### src/rtl/ctrl_types_pkg.sv
// ============================================================================
// Module : ctrl_types_pkg
// Brief  : Cache controller operation encoding shared by the controller and
//          every front-end that issues operations to it.
// Rev    : 1.0  initial release
// ============================================================================
`default_nettype none

package ctrl_types_pkg;

  typedef enum logic [1:0] {
    OP_NOOP   = 2'd0,
    OP_GET    = 2'd1,
    OP_PUT    = 2'd2,
    OP_DELETE = 2'd3
  } operation_e;

endpackage

`default_nettype wire

### src/rtl/if_types_pkg.sv
// ============================================================================
// Module : if_types_pkg
// Brief  : Register-window types for the OBI cache front-end: FSM states,
//          STATUS bit positions, CMD encodings and word-map helpers.
// Rev    : 1.0  initial release
// ============================================================================
`default_nettype none

package if_types_pkg;
  import ctrl_types_pkg::*;

  typedef enum logic [1:0] {
    RIF_IDLE  = 2'd0,
    RIF_ISSUE = 2'd1,
    RIF_WAIT  = 2'd2
  } regif_state_e;

  localparam int STAT_BUSY    = 0;
  localparam int STAT_DONE    = 1;
  localparam int STAT_SUCC    = 2;
  localparam int STAT_CMD_ERR = 3;

  localparam logic [1:0] CMD_NOOP   = 2'd0;
  localparam logic [1:0] CMD_GET    = 2'd1;
  localparam logic [1:0] CMD_PUT    = 2'd2;
  localparam logic [1:0] CMD_DELETE = 2'd3;

  // Word-map layout: KEY words first, then VALUE words, then CMD, then STATUS.
  function automatic int key_base();
    return 0;
  endfunction

  function automatic int val_base(input int kw);
    return kw;
  endfunction

  function automatic int cmd_word(input int kw, input int vw);
    return kw + vw;
  endfunction

  function automatic int stat_word(input int kw, input int vw);
    return kw + vw + 1;
  endfunction

  // Translate the CMD register field into the controller operation.
  function automatic operation_e cmd_to_op(input logic [1:0] cmd);
    operation_e op;
    case (cmd)
      CMD_GET:    op = OP_GET;
      CMD_PUT:    op = OP_PUT;
      CMD_DELETE: op = OP_DELETE;
      default:    op = OP_NOOP;
    endcase
    return op;
  endfunction

endpackage

`default_nettype wire

### src/rtl/obi_cache_regif_decode.sv
// ============================================================================
// Module : obi_cache_regif_decode
// Brief  : Combinational byte-address to register-select decoder for the
//          cache register window (one-hot KEY/VALUE word selects, CMD,
//          STATUS, and an unmapped flag).
// Rev    : 1.0  initial release
// ============================================================================
`default_nettype none

module obi_cache_regif_decode
  import if_types_pkg::*;
#(
  parameter int DATA_W = 32,
  parameter int ADDR_W = 8,
  parameter int KW     = 2,
  parameter int VW     = 4
) (
  input  logic [ADDR_W-1:0] addr_i,
  output logic [KW-1:0]     key_sel_o,
  output logic [VW-1:0]     val_sel_o,
  output logic              cmd_sel_o,
  output logic              stat_sel_o,
  output logic              unmapped_o
);

  localparam int OFF = $clog2(DATA_W / 8);
  localparam int IW  = ADDR_W - OFF;

  logic [IW-1:0] w_widx;
  logic          w_unused_lo;

  assign w_widx      = addr_i[ADDR_W-1:OFF];
  // Sub-word address bits do not select a register.
  assign w_unused_lo = ^addr_i[OFF-1:0];

  // Compare the word index against every mapped register slot.
  always_comb begin
    key_sel_o  = '0;
    val_sel_o  = '0;
    for (int i = 0; i < KW; i++) begin
      key_sel_o[i] = (w_widx == IW'(key_base() + i));
    end
    for (int j = 0; j < VW; j++) begin
      val_sel_o[j] = (w_widx == IW'(val_base(KW) + j));
    end
    cmd_sel_o  = (w_widx == IW'(cmd_word(KW, VW)));
    stat_sel_o = (w_widx == IW'(stat_word(KW, VW)));
    unmapped_o = ~(|key_sel_o | |val_sel_o | cmd_sel_o | stat_sel_o);
  end

endmodule

`default_nettype wire

### src/rtl/obi_cache_regif.sv
// ============================================================================
// Module : obi_cache_regif
// Brief  : OBI slave register window in front of the cache controller.
//          Latches a wide key/value over several bus words, launches one
//          controller operation per CMD write and captures the result.
// Rev    : 1.0  initial release
// ============================================================================
`default_nettype none

module obi_cache_regif
  import ctrl_types_pkg::*;
  import if_types_pkg::*;
#(
  parameter int DATA_W  = 32,
  parameter int KEY_W   = 64,
  parameter int VALUE_W = 128,
  parameter int ADDR_W  = 8
) (
  input  logic                clk,
  input  logic                rst_n,
  input  logic                req_i,
  input  logic                we_i,
  input  logic [DATA_W/8-1:0] be_i,
  input  logic [ADDR_W-1:0]   addr_i,
  input  logic [DATA_W-1:0]   wdata_i,
  output logic                gnt_o,
  output logic                rvalid_o,
  input  logic                rready_i,
  output logic [DATA_W-1:0]   rdata_o,
  output logic                err_o,
  output operation_e          op_o,
  output logic                op_valid_o,
  input  logic                op_ready_i,
  output logic [KEY_W-1:0]    key_o,
  output logic [VALUE_W-1:0]  value_o,
  input  logic                done_i,
  input  logic                succ_i,
  input  logic [VALUE_W-1:0]  rvalue_i
);

  localparam int KW = KEY_W / DATA_W;
  localparam int VW = VALUE_W / DATA_W;
  localparam int NB = DATA_W / 8;

  regif_state_e        state_q, state_d;
  logic [KEY_W-1:0]    key_q;
  logic [VALUE_W-1:0]  val_q;
  logic                done_q, succ_q, cmd_err_q;
  operation_e          op_q;
  logic                rvalid_q, err_q;
  logic [DATA_W-1:0]   rdata_q;

  logic [KW-1:0]       w_key_sel;
  logic [VW-1:0]       w_val_sel;
  logic                w_cmd_sel, w_stat_sel, w_unmapped;
  logic                w_busy, w_gnt, w_err, w_wr_ok;
  logic                w_launch, w_noop, w_finish;
  logic [DATA_W-1:0]   w_status, w_rdata;

  obi_cache_regif_decode #(
    .DATA_W (DATA_W),
    .ADDR_W (ADDR_W),
    .KW     (KW),
    .VW     (VW)
  ) u_decode (
    .addr_i     (addr_i),
    .key_sel_o  (w_key_sel),
    .val_sel_o  (w_val_sel),
    .cmd_sel_o  (w_cmd_sel),
    .stat_sel_o (w_stat_sel),
    .unmapped_o (w_unmapped)
  );

  // Only one transaction may be outstanding: no grant while a response waits.
  assign w_busy   = (state_q != RIF_IDLE);
  assign w_gnt    = req_i & ~rvalid_q;
  assign w_err    = w_unmapped
                  | (we_i & w_stat_sel)
                  | (we_i & w_busy & (|w_key_sel | |w_val_sel | w_cmd_sel));
  assign w_wr_ok  = w_gnt & we_i & ~w_err;
  assign w_launch = w_wr_ok & w_cmd_sel & (wdata_i[1:0] != CMD_NOOP);
  assign w_noop   = w_wr_ok & w_cmd_sel & (wdata_i[1:0] == CMD_NOOP);
  assign w_finish = (state_q == RIF_WAIT) & done_i;

  // Assemble STATUS and the read-data mux; errors and writes return zero.
  always_comb begin
    w_status               = '0;
    w_status[STAT_BUSY]    = w_busy;
    w_status[STAT_DONE]    = done_q;
    w_status[STAT_SUCC]    = succ_q;
    w_status[STAT_CMD_ERR] = cmd_err_q;
    w_rdata                = '0;
    if (!we_i && !w_err) begin
      for (int i = 0; i < KW; i++) begin
        if (w_key_sel[i]) w_rdata = key_q[i*DATA_W +: DATA_W];
      end
      for (int j = 0; j < VW; j++) begin
        if (w_val_sel[j]) w_rdata = val_q[j*DATA_W +: DATA_W];
      end
      if (w_stat_sel) w_rdata = w_status;
    end
  end

  // FSM state register.
  always_ff @(posedge clk or negedge rst_n) begin
    if (!rst_n) state_q <= RIF_IDLE;
    else        state_q <= state_d;
  end

  // FSM next state; the operation request is offered for the whole ISSUE state.
  always_comb begin
    state_d    = state_q;
    op_valid_o = 1'b0;
    case (state_q)
      RIF_IDLE:  if (w_launch) state_d = RIF_ISSUE;
      RIF_ISSUE: begin
        op_valid_o = 1'b1;
        if (op_ready_i) state_d = RIF_WAIT;
      end
      RIF_WAIT:  if (done_i) state_d = RIF_IDLE;
      default:   state_d = RIF_IDLE;
    endcase
  end

  // KEY/VALUE storage: byte-enabled bus writes, GET result capture on success.
  always_ff @(posedge clk or negedge rst_n) begin
    if (!rst_n) begin
      key_q <= '0;
      val_q <= '0;
    end else begin
      for (int i = 0; i < KW; i++) begin
        for (int b = 0; b < NB; b++) begin
          if (w_wr_ok && w_key_sel[i] && be_i[b])
            key_q[i*DATA_W + b*8 +: 8] <= wdata_i[b*8 +: 8];
        end
      end
      for (int j = 0; j < VW; j++) begin
        for (int b = 0; b < NB; b++) begin
          if (w_wr_ok && w_val_sel[j] && be_i[b])
            val_q[j*DATA_W + b*8 +: 8] <= wdata_i[b*8 +: 8];
        end
      end
      if (w_finish && (op_q == OP_GET) && succ_i) val_q <= rvalue_i;
    end
  end

  // Operation latch and STATUS flags.
  always_ff @(posedge clk or negedge rst_n) begin
    if (!rst_n) begin
      op_q      <= OP_NOOP;
      done_q    <= 1'b0;
      succ_q    <= 1'b0;
      cmd_err_q <= 1'b0;
    end else begin
      if (w_launch) begin
        op_q      <= cmd_to_op(wdata_i[1:0]);
        done_q    <= 1'b0;
        succ_q    <= 1'b0;
        cmd_err_q <= 1'b0;
      end
      if (w_noop) begin
        done_q <= 1'b1;
        succ_q <= 1'b1;
      end
      if (w_finish) begin
        done_q <= 1'b1;
        succ_q <= succ_i;
      end
      if (w_gnt && we_i && w_cmd_sel && w_busy) cmd_err_q <= 1'b1;
    end
  end

  // Registered OBI response, held until the master takes it.
  always_ff @(posedge clk or negedge rst_n) begin
    if (!rst_n) begin
      rvalid_q <= 1'b0;
      err_q    <= 1'b0;
      rdata_q  <= '0;
    end else if (w_gnt) begin
      rvalid_q <= 1'b1;
      err_q    <= w_err;
      rdata_q  <= w_rdata;
    end else if (rvalid_q && rready_i) begin
      rvalid_q <= 1'b0;
      err_q    <= 1'b0;
      rdata_q  <= '0;
    end
  end

  assign gnt_o    = w_gnt;
  assign rvalid_o = rvalid_q;
  assign rdata_o  = rdata_q;
  assign err_o    = err_q;
  assign op_o     = op_q;
  assign key_o    = key_q;
  assign value_o  = val_q;

endmodule

`default_nettype wire

### config.mk
export PLATFORM = sky130hd
export DESIGN_NAME = obi_cache_regif
export DESIGN_NICKNAME = d
export VERILOG_FILES = /design/src/rtl/ctrl_types_pkg.sv /design/src/rtl/if_types_pkg.sv /design/src/rtl/obi_cache_regif_decode.sv /design/src/rtl/obi_cache_regif.sv
export SDC_FILE = /design/constraint.sdc
export NUM_CORES = 1
export LEC_CHECK = 0
export CAP_MARGIN = 20
export CELL_PAD_IN_SITES_DETAIL_PLACEMENT = 1
export CELL_PAD_IN_SITES_GLOBAL_PLACEMENT = 2
export CORE_MARGIN = 10
export CORE_UTILIZATION = 30
export DETAILED_ROUTE_END_ITERATION = 8
export MAX_ROUTING_LAYER = met4
export PLACE_DENSITY = 0.87
export SYNTH_ARGS = -nofsm -noshare
export SYNTH_HDL_FRONTEND = slang
export SYNTH_SLANG_ARGS = --single-unit
### constraint.sdc
create_clock -name clk -period 3.9 [get_ports clk]
set_clock_uncertainty 0.05 [all_clocks]
set_input_delay 0.78 -clock clk [delete_from_list [all_inputs] [get_ports clk]]
set_output_delay 0.78 -clock clk [all_outputs]
set_load 0.005 [all_outputs]
==> impl_metrics.ini <==
[timing]
setup_tns_ps = 0
period_needed_ps = 3180
period_share_pct = 81.4
slew_violations = 0
tightest_slew_ps = 877
max_freq_ghz = 0.315
rsz0062_at_grt = false
final_hold_viol_count = 0
whs_ps = 156
maxSlewHeadroom_pct = 41.5
setup-violations-final = 0

[global_routing]
antenna_found_initial = 3
grt_first_pass_wirelength_um = 73300
grt.overflow.total = 0
grt_max_degree = 89
grt_pass1_vias = 10800
grtUsageTotal_pct = 20.7

[worst_setup_path]
crit_arrival_ps = 2350
critPathKind = in2out
critPathLaunch = req_i
cpMostUsedCell = clkdlybuf4s50_1
slowest_delay_ps = 600
rr_worst_depth = 5
rrSetupSlack_ps = 1240
cp_slowest_cell = clkdlybuf4s50_1
r2r_start = rvalid_o
crit_path_end = gnt_o
worstPathRequired_ps = 3070
rr_endpoint = value_o[92]
path_cells = clkdlybuf4s50_1 > nand2b_1 > inv_1 > clkdlybuf4s50_1
end_kind = primary output
path_max_fanout = 5
start_kind = primary input

[layout]
synthToLayoutAreaGrowth_pct = 48.8
multi_input_area_um2 = 5630
drive_gt1_share_pct = 22.0
final_cell_mix = clkdlybuf4s50_1, dfrtp_1, mux2_2
nets = 1565
seq_area_um2 = 5830
fill_cells = 4125
final_util_pct = 45.3
layout_commonest_cell = clkdlybuf4s50_1
stdcell_area_um2 = 17600

[logic_synthesis]
synth_compound_area_share_pct = 8.75
synth_cell_types = 54
async_flop_share_pct = 100
synth_xor_area_share_pct = 0
synth-edff-count = 0
yosysSeqAreaShare_pct = 49.4
syn_nets = 1143
yosys.area_share.simple_pct = 8.65
syn_inst = 963
synth.avg_cell_area_um2 = 12.3
synth-main-ff-cell = dfrtp_1
ys_ff_latch = 233
synth.mux.area_fraction_pct = 30.0
synthAdderAreaFrac_pct = 0
yosys_warnings = 0
syn_area_um2 = 11800
synth_top_family_by_area = multiplexers

[die]
die_area_um2 = 47700
core_area_um2 = 38700
die_w_um = 218
ios = 410
chipHeight_um = 218
initial_core_util_pct = 30.5
rows = 72

[routing]
drt_iter0_markers = 500
routed_wirelength_um = 49700
wl_per_cell_um = 25.8
drcViolationCount = 0
antenna_left = 0
via_count = 9804
drt_pass1_iterations = 5
viasPerCell = 5.09

[clocking]
cts_tree = built
postCtsHoldBufs = 0
cts_repair_resize_count = 0
clk_path_buf_depth = 3
cts_buffers = 29
path_clk_slew_ps = 50
cts_root_buf = clkbuf_16
clock_sinks = 233
insertion_delay_ps = 550
cts_setup_buffers = 0
h-tree-depth = 1

[pwr]
leakagePower_uw = 0.00760
power_density_nw_per_um2 = 334
vdd_drop_max_mv = 0.303
power_uw = 5860

[placed_design]
place_congestion = 0.825
placed_cell_area_um2 = 16700
portBuffers = 407
dp_hpwl_um = 36700

[min_path]
hold_path.class = in2async

[outcome]
status = completed

[flow_run]
maxCapViolCount = 0
-- routing by layer --
metal	share of wire, %	vias up	track usage [%]
li1	-	4369	-
met1	43	5078	25.3
met2	49	297	34.2
met3	6.2	60	4.81
met5	0	-	-
met4	2.1	0	4.77
-- synth_stat cells (3+ instances only) --
master / n / area, um2
nor2b_1: 5 / 31.3
dfrtp_1: 233 / 5830
mux2i_1: 111 / 1110
o21ai_1: 14 / 70.1
o221ai_1: 3 / 26.3
inv_1: 29 / 109
o21ai_2: 9 / 78.8
o21ai_0: 27 / 135
a21oi_1: 44 / 220
nor3_1: 5 / 25.0
buf_1: 8 / 30.0
nand4_1: 3 / 18.8
nand3_1: 7 / 35.0
clkbuf_1: 27 / 101
mux2_2: 160 / 1800
a311oi_1: 3 / 26.3
nand4b_1: 3 / 26.3
nor3b_1: 8 / 60.1
nor2_1: 25 / 93.8
a21boi_0: 8 / 60.1
nand2_1: 98 / 368
buf_2: 19 / 95.1
nand2b_1: 4 / 25.0
nor4_4: 4 / 85.1
o211ai_1: 27 / 203
a221o_1: 8 / 80.1
mux4_2: 28 / 631
nand3_2: 8 / 80.1
-- worst min-delay path by stage --
stage | from | end | slack, ps | cells past startpoint
global route | rst_n | rdata_o[28] | 210 | 1
finish | rst_n | rdata_o[28] | 160 | 1
global placement | cmd_err_q | cmd_err_q | 430 | 1
CTS | rst_n | rdata_o[28] | 200 | 1
floorplan | cmd_err_q | cmd_err_q | 400 | 1
detailed placement | cmd_err_q | cmd_err_q | 440 | 1
-- where the power goes --
part | switching [uW] | internal (uW)
combinational | 317 | 402
sequential | 59.8 | 2490
clock | 1070 | 1530
-- state kept, by name, summed over array words and instances, names as in the netlist, 2 cells and up --
signal / flops
state_q: 2
key_o: 64
op_o: 2
value_o: 128
rdata_o: 32
-- cell type report --
class	count	share of cell area, %
Timing Repair Buffer	449	25.3
Clock inverter	3	0.107
Antenna cell	3	0.0427
Clock buffer	47	5.03
Sequential cell	233	33.2
Inverter	29	0.620
Multi-Input combinational cell	643	32.0
Tap cell	518	3.69
-- critical path: cells and delay by family --
family,cells,cell delay (ps)
buffers and inverters,3,1370
AND/OR/NAND/NOR,1,200
-- stage by stage --
| step | instances | worst slack, ps |
|---|---|---|
| 4_1_cts | 1922 | 737 |
| 3_3_place_gp | 1872 | 454 |
| 5_1_grt | 1925 | 677 |
| 3_5_place_dp | 1872 | 386 |
| 6_report | 1925 | 724 |
| 2_1_floorplan | 963 | 1460 |
-- cells by family after synthesis --
group	count (synthesis)
buffers and inverters	87
and+or+nand+nor	189
DFF	233
muxes	299
AOI/OAI and AO/OA	155
Note: power is estimated with default switching activity, not from simulation.
